<file path="src/rtl/seq_divider_pkg.sv">
// seq_divider_pkg: shared FSM encodings and constants for the sequential divider
package seq_divider_pkg;
   localparam int DEF_W = 32;
   localparam logic [1:0] S_IDLE = 2'd0;
   localparam logic [1:0] S_RUN  = 2'd1;
   localparam logic [1:0] S_FIN  = 2'd2;
   localparam logic [63:0] DBZ_QUO = '1;
endpackage

</file>
<file path="src/rtl/seq_divider_if.sv">
// seq_divider_if: request/result bundle between a requester and the divider
interface seq_divider_if
   import seq_divider_pkg::*;
#(parameter int W = DEF_W);
   logic         start;
   logic [W-1:0] dividend;
   logic [W-1:0] divisor;
   logic [W-1:0] quotient;
   logic [W-1:0] remainder;
   logic         busy;
   logic         done;
   logic         div_by_zero;
   modport master(output start, dividend, divisor, input quotient, remainder, busy, done, div_by_zero);
   modport slave(input start, dividend, divisor, output quotient, remainder, busy, done, div_by_zero);
endinterface

</file>
<file path="src/rtl/seq_divider_div_step.sv">
// div_step: one combinational radix-2 restoring division step
module div_step #(parameter int W = 32) (
   input  logic [W:0]   i_rem,
   input  logic [W-1:0] i_div,
   input  logic         i_bit,
   output logic [W:0]   o_rem,
   output logic         o_qbit
);
   logic [W:0]   w_sh;
   logic [W+1:0] w_diff;
   // a set i_rem MSB means the true shifted value exceeds any divisor
   always_comb begin
      w_sh   = {i_rem[W-1:0], i_bit};
      w_diff = {1'b0, w_sh} - {2'b00, i_div};
      o_qbit = i_rem[W] | ~w_diff[W+1];
      o_rem  = o_qbit ? w_diff[W:0] : w_sh;
   end
endmodule

</file>
<file path="src/rtl/seq_divider.sv">
// seq_divider: W-cycle restoring unsigned divider with divide-by-zero bypass
module seq_divider
   import seq_divider_pkg::*;
#(parameter int W = DEF_W) (
   input logic          clk,
   input logic          rst,
   seq_divider_if.slave bus
);
   localparam int CW = $clog2(W);
   logic [1:0]    r_state;
   logic [W:0]    r_rem;
   logic [W-1:0]  r_quo;
   logic [W-1:0]  r_div;
   logic [W-1:0]  r_q_out;
   logic [W-1:0]  r_r_out;
   logic [CW-1:0] r_cnt;
   logic          r_dbz;
   logic [W:0]    w_rem_nxt;
   logic          w_qbit;
   div_step #(.W(W)) u_step (
      .i_rem (r_rem),
      .i_div (r_div),
      .i_bit (r_quo[W-1]),
      .o_rem (w_rem_nxt),
      .o_qbit(w_qbit)
   );
   // r_quo shifts dividend bits out the top while quotient bits enter the bottom
   always_ff @(posedge clk or posedge rst) begin
      if (rst) begin
         r_state <= S_IDLE;
         r_rem   <= '0;
         r_quo   <= '0;
         r_div   <= '0;
         r_q_out <= '0;
         r_r_out <= '0;
         r_cnt   <= '0;
         r_dbz   <= 1'b0;
      end else begin
         case (r_state)
            S_IDLE: if (bus.start) begin
               if (bus.divisor == '0) begin
                  r_state <= S_FIN;
                  r_q_out <= DBZ_QUO[W-1:0];
                  r_r_out <= bus.dividend;
                  r_dbz   <= 1'b1;
               end else begin
                  r_state <= S_RUN;
                  r_quo   <= bus.dividend;
                  r_div   <= bus.divisor;
                  r_rem   <= '0;
                  r_cnt   <= CW'(W - 1);
               end
            end
            S_RUN: begin
               r_rem <= w_rem_nxt;
               r_quo <= {r_quo[W-2:0], w_qbit};
               if (r_cnt == '0) begin
                  r_state <= S_FIN;
                  r_q_out <= {r_quo[W-2:0], w_qbit};
                  r_r_out <= w_rem_nxt[W-1:0];
                  r_dbz   <= 1'b0;
               end else begin
                  r_cnt <= r_cnt - CW'(1);
               end
            end
            default: r_state <= S_IDLE;
         endcase
      end
   end
   assign bus.quotient    = r_q_out;
   assign bus.remainder   = r_r_out;
   assign bus.div_by_zero = r_dbz;
   assign bus.busy        = (r_state != S_IDLE);
   assign bus.done        = (r_state == S_FIN);
endmodule

</file>
<file path="src/flat_wrapper.sv">
// flat-port wrapper written by rule: the top's interface ports become plain ports
module seq_divider_flat import seq_divider_pkg::*;
#(parameter int W = DEF_W)
  (clk, rst, bus_start, bus_dividend, bus_divisor, bus_quotient, bus_remainder, bus_busy, bus_done, bus_div_by_zero);
  seq_divider_if #(.W(W)) bus_i ();
  input logic clk;
  input logic rst;
  input wire logic [$bits(bus_i.start)-1:0] bus_start;
  input wire logic [$bits(bus_i.dividend)-1:0] bus_dividend;
  input wire logic [$bits(bus_i.divisor)-1:0] bus_divisor;
  output wire logic [$bits(bus_i.quotient)-1:0] bus_quotient;
  output wire logic [$bits(bus_i.remainder)-1:0] bus_remainder;
  output wire logic [$bits(bus_i.busy)-1:0] bus_busy;
  output wire logic [$bits(bus_i.done)-1:0] bus_done;
  output wire logic [$bits(bus_i.div_by_zero)-1:0] bus_div_by_zero;
  assign bus_i.start = bus_start;
  assign bus_i.dividend = bus_dividend;
  assign bus_i.divisor = bus_divisor;
  assign bus_quotient = bus_i.quotient;
  assign bus_remainder = bus_i.remainder;
  assign bus_busy = bus_i.busy;
  assign bus_done = bus_i.done;
  assign bus_div_by_zero = bus_i.div_by_zero;
  seq_divider #(.W(W)) u_core (.clk(clk), .rst(rst), .bus(bus_i));
endmodule
</file>
<file path="config.mk">
export PLATFORM = sky130hd
export DESIGN_NAME = seq_divider_flat
export DESIGN_NICKNAME = d
export VERILOG_FILES = /design/src/rtl/seq_divider_pkg.sv /design/src/rtl/seq_divider_if.sv /design/src/rtl/seq_divider_div_step.sv /design/src/rtl/seq_divider.sv /design/src/flat_wrapper.sv
export SDC_FILE = /design/constraint.sdc
export NUM_CORES = 1
export LEC_CHECK = 0
export ABC_AREA = 0
export CAP_MARGIN = 20
export CORE_UTILIZATION = 50
export DETAILED_ROUTE_END_ITERATION = 12
export HOLD_SLACK_MARGIN = 0.08
export PLACE_DENSITY = 0.77
export SKIP_LAST_GASP = 1
export SLEW_MARGIN = 40
export SYNTH_ARGS = -nofsm -noshare
export SYNTH_HDL_FRONTEND = slang
export SYNTH_SLANG_ARGS = --single-unit
</file>
<file path="constraint.sdc">
create_clock -name clk -period 5.56 [get_ports clk]
set_input_delay 1.39 -clock clk [delete_from_list [all_inputs] [get_ports clk]]
set_output_delay 1.39 -clock clk [all_outputs]
set_load 0.01 [all_outputs]
</file>
==> results.ini <==
[clock_tree]
clk_pin_slew_worst_paths_ns=0.07
cts-hold-fix-buffers=0
cts_setup_buffers=0
cts_resized=0
numCtsBuffers=17
cts_buffer_depth=2
cts_root_buffer=clkbuf_16
clk_latency_ns=0.42
cts_tree=yes
cts.sinks=169
cts.htree.levels=4

[worst_setup_path]
r2r-start=u_core.r_rem[19]
path_class=input port to register
worstPathArrival_ns=4.31
startpoint_type=input port
worstPathRequired_ns=5.90
critical_path_peak_fanout=37
r2r_cells=10
cp-end-kind=register
reg2reg_to=u_core.bus.remainder[14]
rrSetupSlack_ns=2.04

[flow_run]
cap_viol_max_count=0

[drt]
post_drt_wl_per_cell_um=17.0
via_per_inst=5.71
drc=0
ant_nets=0
drt_wl_total_um=23500
first_iter_violations=612
first_pass_iters=7
dr_total_vias=7882

[logic_synthesis]
ys_top_cells_by_count=dfrtp_1, nor2_1, nand2_1
synth_compound_area_share_pct=17.4
synthTopCellsByArea=dfrtp_1, nor2_1, nand2_1
netlist_instances=1034
synth_xor_xnor_area_share_pct=2.68
synth.avg_cell_area_um2=8.84
yosysUniqueCellTypes=65
synth_mux_area_share_pct=5.39
synth_flop_cell=dfrtp_1
yosysTopAreaCell=dfrtp_1
ys_seq_area_share_pct=46.3
synth_adder_area_share_pct=4.87
synth_most_common_cell=dfrtp_1
async_flop_share_pct=100
netlist_area_mm2=0.00914
synth_nets=1136
synth_top_family_by_area=simple AND/OR/NAND/NOR gates
synth-seq-cells=169
ys_warn_count=0
synth_top_area_share_pct=46.3
yosys.area_share.simple_pct=19.1
synth_edf_count=0

[worst_hold_path]
min_to=u_core.bus.remainder[4]
hold_path_class=register to register
min_from=u_core.bus.remainder[4]
whs_path_depth=2

[cells_and_area]
utilization_pct=63.0
antennaDiodeCount=0
syn_to_final_growth_pct=23.7
fillers=1487
final_area_mm2=0.0113
drive_above_1_share_pct=8.51
fin_nets=1241

[power_and_ir_drop]
p_seq_share_pct=27.8
intPower_w=0.00469
power_leakage_nw=4.93
p_sw_share_pct=44.1
max-vdd-ir-drop_mv=0.300
p_clk_share_pct=14.4
comb_power_share_pct=57.8
switchingPower_w=0.00369
p_per_area_mw_per_mm2=741

[sta]
maxSlewViolCount=0
relSlewSlack_pct=51.7
fin_skew_ns=0.00808
whs_ns=0.489
finalCritPeriodShare_pct=71.3
tns_ns=0
post-route-min-period_ns=3.97
setup_ws_ns=1.59
max_slew.worst_pin.slew_ns=0.725
finalHoldViolations=0
timing.fmax_ghz=0.252
rsz0062_at_grt=no
finalSetupViolCount=0

[placement]
dp_slack_ns=1.21
place.port_buffers=133
place_congestion=0.898
place_hpwl_um=16800
place_area_mm2=0.0107

[run_status]
status=finished clean

[floorplan]
fp.dieW_um=137
start_util_pct=50.9
die_area_mm2=0.0188
rows=49
io_pins=134
core_mm2=0.0180
die_h_um=137

[grt]
grt_usage_pct=26.4
grt_pass1_wl_um=38200
grt_max_degree=104
overflow=0
grt_pass1_vias=7381
antenna_found_initial=0

-- worst max-delay path by stage --
stage	from	to	slack, ns	cells past startpoint
2_1_floorplan	rst	u_core.bus.div_by_zero	2.02	1
3_3_place_gp	bus_divisor[7]	u_core.r_div[6]	1.28	7
3_5_place_dp	bus_divisor[24]	u_core.r_div[5]	1.21	7
4_1_cts	bus_divisor[24]	u_core.bus.remainder[13]	1.66	9
5_1_grt	bus_divisor[24]	u_core.bus.remainder[13]	1.46	9
6_report	bus_divisor[24]	u_core.bus.remainder[13]	1.59	9
-- cells by family (layout without fill, tap and decap cells) --
kind of cell	Yosys count	after routing
simple gates	403	403
fa+ha+maj	35	35
compound gates	252	252
mux	45	45
flops	169	169
xor+xnor	28	28
buf+inv	102	220
-- metal layers --
metal  vias up  routed length, µm  part of all wire (%)  global-route usage (%)
met1      3765              10900                    46                    38.2
met5         -                  0                     0                       0
li1       3831                  -                     -                       -
met2       256              10700                    45                    40.1
met4         0                424                   1.8                    8.49
met3        30               1470                   6.3                    4.78
-- critical path, cell delays in order --
cell	delay [ns]
clkdlybuf4s50_1	0.43
nor4_1	0.53
nand4_1	0.33
nor2_1	0.34
a31oi_4	0.13
inv_2	0.43
buf_4	0.45
o22ai_1	0.12
a21oi_1	0.14
-- cells in the final DEF, fill, tap and decap left out, types with 16 or more instances in the layout --
cell and count:
mux2_2 34, a21oi_1 70, dfrtp_1 169, a31oi_1 41
nor2_1 145, nor3_1 52, nand2_1 142, a21o_1 26
clkdlybuf4s50_1 133, ha_1 34, xnor2_1 16, inv_1 41
clkbuf_16 17, o21ai_0 54
-- state kept, by name, summed over array words and instances (netlist names) --
signal and count:
u_core.r_rem 33, u_core.bus.quotient 32, u_core.bus.remainder 32, u_core.r_div 32
u_core.r_quo 32, u_core.r_cnt 5, u_core.r_state 2, u_core.bus.div_by_zero 1
-- power groups by stage --
stage / combinational, W / sequential [W] / clock [W]
6_report: 0.00485 / 0.00233 / 0.00120
5_1_grt: 0.00538 / 0.00240 / 0.00127
4_1_cts: 0.00481 / 0.00232 / 0.00122
3_5_place_dp: 0.00477 / 0.00234 / 0
3_3_place_gp: 0.00465 / 0.00232 / 0
2_1_floorplan: 0.00336 / 0.00227 / 0
-- final cells by class --
| type | instances | area [µm²] | area share [%] |
|---|---|---|---|
| multi-input combinational | 763 | 4570 | 40.4 |
| sequential | 169 | 4230 | 37.4 |
| timing repair buffer | 145 | 1470 | 13.0 |
| clock buffer | 18 | 439 | 3.88 |
| tap | 229 | 287 | 2.53 |
| inverter | 43 | 165 | 1.46 |
| clock inverter | 14 | 159 | 1.41 |
-- metrics by stage --
| step | cells | power (W) |
|---|---|---|
| after floorplan | 1034 | 0.00564 |
| after global placement | 1347 | 0.00697 |
| after detailed placement | 1348 | 0.00710 |
| after CTS | 1380 | 0.00835 |
| after global routing | 1381 | 0.00904 |
| final | 1381 | 0.00838 |
Power figures use the tool's default switching activity.
==> RTL change 1: new RTL, same flow settings <==
Reset style: synchronous (`rst`), changed in one clocked block.
--- a/src/rtl/seq_divider.sv
+++ b/src/rtl/seq_divider.sv
@@ -25,7 +25,7 @@
       .o_qbit(w_qbit)
    );
    // r_quo shifts dividend bits out the top while quotient bits enter the bottom
-   always_ff @(posedge clk or posedge rst) begin
+   always_ff @(posedge clk) begin
       if (rst) begin
          r_state <= S_IDLE;
          r_rem   <= '0;
Function: differs if rst is asserted again (counterexample within 4 cycles, from zero or initial values and one cycle with rst high); with rst held inactive, the same outputs for 4 cycles.
==> RTL change 1 against the original RTL <==
  * Cell count up 2.8%
  * Via count is 3.6% higher
  * Routed wire length is 2.8% lower
  * Synthesized cell count is 6.0% higher
  * Core utilization is 0.89 points higher
  * Synthesized area decreased by 5.7%
  * Design area fell by 5.7%
  * Total power down 20%
  * Worst setup slack worse by 82 ps
  * Global-route usage fell by 0.32 points
  * Combinational power down 17%
  * Sequential cell count is the same
  * Critical endpoint is now u_core.r_rem[32]$_SDFFE_PP0P_
  * Largest power group unchanged
==> RTL change 1: results (changes against the original RTL) <==
| Quantity | This run | Unit | vs unedited |
|---|---|---|---|
| Share of layout cells above drive strength 1 | 7.50 | % | was 8.51% |
| Global-route usage over all layers | 26.1 | % | was 26.4% |
| Gpl congestion | 0.873 | - | was 0.898 |
| Crit-path leading delay family | simple AND/OR/NAND/NOR gates | - | was buffers and inverters |
| Largest stage delay on the critical path | 700 | ps | was 530 ps |
| Worst path arrival time | 4410 | ps | was 4310 ps |
| Maximum fanout along the worst path | 64 | - | was 37 |
| Slew margin rel. | 48.3 | % | was 51.7% |
| Highest ir drop seen on vdd | 0.000875 | V | was 0.000300 V |
| Detailed-router iteration count before antenna repair | 6 | - | was 7 |
| Vias per cell | 5.75 | - | was 5.71 |
| Pin count of the biggest net entering global routing | 80 | - | was 104 |
| Drt initial violations | 499 | - | was 612 |
| Top cell types by occurrence after synthesis | 203 x sky130_fd_sc_hd__nand2_1, 169 x sky130_fd_sc_hd__dfxtp_1, 153 x sky130_fd_sc_hd__nor2_1 | - | was 169 x sky130_fd_sc_hd__dfrtp_1, 146 x sky130_fd_sc_hd__nor2_1, 142 x sky130_fd_sc_hd__nand2_1 |
| Result of the run | completed | - | unchanged |
| Netlist cell types | 76 | - | was 65 |
| Wire length of the first global-routing pass | 37300 | um | was 38200 um |
| Fill cell total of the finished layout | 1496 | - | was 1487 |
| Vias in the first global route | 7627 | - | was 7381 |
| Final WL | 22900 | um | was 23500 um |
| FFs w/ async S/R, synth | 0 | % | was 100% |
| Sequential element share of the synthesized area | 39.2 | % | was 46.3% |
| Most used DFF post-synth | sky130_fd_sc_hd__dfxtp_1 | - | was sky130_fd_sc_hd__dfrtp_1 |
| Number of nets in the synthesized netlist | 1198 | - | was 1136 |
| Ranking of synthesized cells by area | sky130_fd_sc_hd__dfxtp_1 39%, sky130_fd_sc_hd__nand2_1 8.8%, sky130_fd_sc_hd__nor2_1 6.7% | - | was sky130_fd_sc_hd__dfrtp_1 46%, sky130_fd_sc_hd__nor2_1 6.0%, sky130_fd_sc_hd__nand2_1 5.8% |
| Cell leakage power | 4.02 | nW | was 4.93 nW |
| Slowest-stage cell, CP | sky130_fd_sc_hd__o21ai_0 | - | was sky130_fd_sc_hd__nor4_1 |
RTL change 1: changes by cell type in the layout (fill, tap and decap cells not counted), sizes merged, moves of 23 or more:
cell    change
dfrtp     -169
dfxtp     +169
nand2      +59
a311oi     +51
a31oi      -36
mux2       -23
RTL change 1: path summary, 6_finish.rpt:
check	startpoint	endpoint	cells after the start	slack, ps
worst min register to register	u_core.r_div[16]$_SDFFE_PP0P_	u_core.r_div[16]$_SDFFE_PP0P_	2	450
worst max-delay path	bus_divisor[7]	u_core.r_rem[32]$_SDFFE_PP0P_	9	1510
worst min-delay path	u_core.r_div[16]$_SDFFE_PP0P_	u_core.r_div[16]$_SDFFE_PP0P_	2	450
worst max register to register	u_core.r_quo[31]$_SDFFE_PP0P_	u_core.bus.remainder[28]$_SDFFE_PP0P_	13	2280
RTL change 1: logic make-up (layout without fill, tap and decap cells):
| group | count (synthesis) | in the layout | share of synthesized area (%) |
|---|---|---|---|
| simple gates | 462 | 462 | 22.9 |
| compound gates | 277 | 277 | 22.9 |
| flops | 169 | 169 | 39.2 |
| buf+inv | 114 | 218 | 5.41 |
| fa+ha+maj | 35 | 35 | 5.16 |
| xor+xnor | 22 | 22 | 2.23 |
| mux | 17 | 17 | 2.13 |
RTL change 1: report_power, final:
part | total (mW) | internal [mW] | leakage, nW | switching [mW]
clock | 1.16 | 0.649 | 0.276 | 0.515
sequential | 1.57 | 1.40 | 1.38 | 0.167
combinational | 4.01 | 1.67 | 2.37 | 2.33
RTL change 1: area by class of cell:
cell class | count | area, sq um | area share [%]
timing repair buffer | 145 | 1460 | 13.7
tap | 220 | 275 | 2.58
clock inverter | 11 | 111 | 1.04
clock buffer | 21 | 460 | 4.32
sequential | 169 | 3380 | 31.7
inverter | 41 | 154 | 1.44
multi-input combinational | 813 | 4810 | 45.2
RTL change 1: per-stage QoR:
step / instances / instance area (sq um) / setup WS, ps
after detailed placement: 1386 / 10100 / 1110
after global routing: 1420 / 10700 / 1270
after global placement: 1385 / 10000 / 1280
after CTS: 1418 / 10600 / 1530
final: 1420 / 10700 / 1510
after floorplan: 1096 / 8630 / 2420
RTL change 1: per-layer routing:
| metal | track usage, % | part of all wire (%) | vias up |
|---|---|---|---|
| met3 | 4.00 | 4.3 | 60 |
| met4 | 13.3 | 4.2 | 0 |
| met1 | 32.2 | 44 | 3832 |
| met5 | 0 | 0 | - |
| li1 | - | - | 4045 |
| met2 | 44.1 | 48 | 230 |
==> RTL change 2: new RTL, same flow settings <==
Made on the original files. Change the package constant `DEF_W` from 32 to 64.
--- a/src/rtl/seq_divider_pkg.sv
+++ b/src/rtl/seq_divider_pkg.sv
@@ -1,6 +1,6 @@
 // seq_divider_pkg: shared FSM encodings and constants for the sequential divider
 package seq_divider_pkg;
-   localparam int DEF_W = 32;
+   localparam int DEF_W = 64;
    localparam logic [1:0] S_IDLE = 2'd0;
    localparam logic [1:0] S_RUN  = 2'd1;
    localparam logic [1:0] S_FIN  = 2'd2;
Ports: changed (resized bus_dividend, bus_divisor, bus_quotient and bus_remainder); port bits go from 134 to 262. No check against the original RTL was run, so the function may have changed too.
==> RTL change 2 against the original RTL <==
  * Sequential cell count is 161 higher
  * Total power increased by 110%
  * Design area is 99% higher
  * Routed wire length grew to 2.5 times the old value
  * Synthesized area rose by 100%
  * Worst setup slack got worse by 440 ps
  * Sequential share of layout area fell by 0.73 points
  * Cell count increased by 100%
  * Critical endpoint is now u_core.bus.remainder[18]$_DFFE_PP0P_
  * Largest cell class unchanged
==> RTL change 2: results (changes against the original RTL) <==
| Quantity | This run | Unit | vs unedited |
|---|---|---|---|
| Met2 Wirelength | 25200 | um | was 10700 um |
| Deepest clock path buffer count | 3 | - | was 2 |
| Highest metal used | met5 | - | was met4 |
| Ranking of synthesized cells by area | sky130_fd_sc_hd__dfrtp_1 45%, sky130_fd_sc_hd__nand2_1 9.9%, sky130_fd_sc_hd__o21ai_0 6.3% | - | was sky130_fd_sc_hd__dfrtp_1 46%, sky130_fd_sc_hd__nor2_1 6.0%, sky130_fd_sc_hd__nand2_1 5.8% |
| Total clock network power | 2.46 | mW | was 1.20 mW |
| Number of nets in the synthesized netlist | 2356 | - | was 1136 |
| Hold_sp | u_core.bus.quotient[29]$_DFFE_PP0P_ | - | was u_core.bus.remainder[4]$_DFFE_PP0P_ |
| Worst R2R Start | u_core.r_div[34]$_DFFE_PP0P_ | - | was u_core.r_rem[19]$_DFFE_PP0P_ |
| Final HPWL DP | 44300 | um | was 16800 um |
| Result of the run | completed | - | unchanged |
| Max reg flops | 65 | - | was 33 |
| Critical Path Sink | u_core.bus.remainder[18]$_DFFE_PP0P_ | - | was u_core.bus.remainder[13]$_DFFE_PP0P_ |
| Overall via count from detail_route | 17100 | - | was 7882 |
| Adder and majority gate portion of the synthesized area | 4.60 | % | was 4.87% |
| Number of nets in the final layout | 2539 | - | was 1241 |
| Placed cell count | 2763 | - | was 1348 |
| Highest ir drop seen on vdd | 0.000342 | V | was 0.000300 V |
| Met2 Use GR | 44.8 | % | was 40.1% |
| Sequential cell fraction of total power | 25.2 | % | was 27.8% |
| Detailed-router iteration count before antenna repair | 5 | - | was 7 |
| CP startpoint | bus_divisor[1] | - | was bus_divisor[24] |
| Global-route usage over all layers | 31.6 | % | was 26.4% |
| Sequential element share of the synthesized area | 44.9 | % | was 46.3% |
| Number of H-tree levels | 2 | - | was 4 |
| Share of layout cells above drive strength 1 | 5.70 | % | was 8.51% |
==> RTL change 2: cell types whose count changed after synthesis, moves of 26 or more <==
| cell | before | now |
|---|---|---|
| sky130_fd_sc_hd__ha_1 | 34 | 66 |
| sky130_fd_sc_hd__dfrtp_1 | 169 | 330 |
| sky130_fd_sc_hd__nand2_1 | 142 | 487 |
| sky130_fd_sc_hd__a21oi_1 | 72 | 108 |
| sky130_fd_sc_hd__mux2_2 | 34 | 3 |
| sky130_fd_sc_hd__clkbuf_1 | 47 | 91 |
| sky130_fd_sc_hd__a31oi_1 | 42 | 75 |
| sky130_fd_sc_hd__buf_2 | 6 | 32 |
| sky130_fd_sc_hd__o21ai_0 | 54 | 231 |
| sky130_fd_sc_hd__inv_1 | 42 | 83 |
| sky130_fd_sc_hd__nor3_1 | 52 | 25 |
==> RTL change 2: cell families after synthesis <==
group	after synthesis
flip-flops	330
adder cells (fa/ha/maj)	67
XOR/XNOR	55
AND/OR/NAND/NOR	805
multiplexers	24
buffers and inverters	227
AO/OA/AOI/OAI	650
==> RTL change 2: layout make-up <==
cell class / count / area, sq um / share of cell area [%]
tap: 461 / 577 / 2.56
multi-input combinational: 1601 / 9220 / 40.9
sequential: 330 / 8260 / 36.7
clock buffer: 48 / 1010 / 4.47
antenna: 2 / 5.00 / 0.0222
inverter: 85 / 325 / 1.44
clock inverter: 16 / 194 / 0.861
timing repair buffer: 287 / 2940 / 13.1
==> RTL change 2: metrics by stage <==
| step | setup TNS, ps | setup WS [ps] | power [mW] |
|---|---|---|---|
| 2_1_floorplan | -78100 | -237 | 11.3 |
| 3_3_place_gp | 0 | 690 | 14.6 |
| 3_5_place_dp | 0 | 665 | 14.8 |
| 4_1_cts | 0 | 1210 | 17.3 |
| 5_1_grt | 0 | 1100 | 18.7 |
| 6_report | 0 | 1160 | 17.5 |
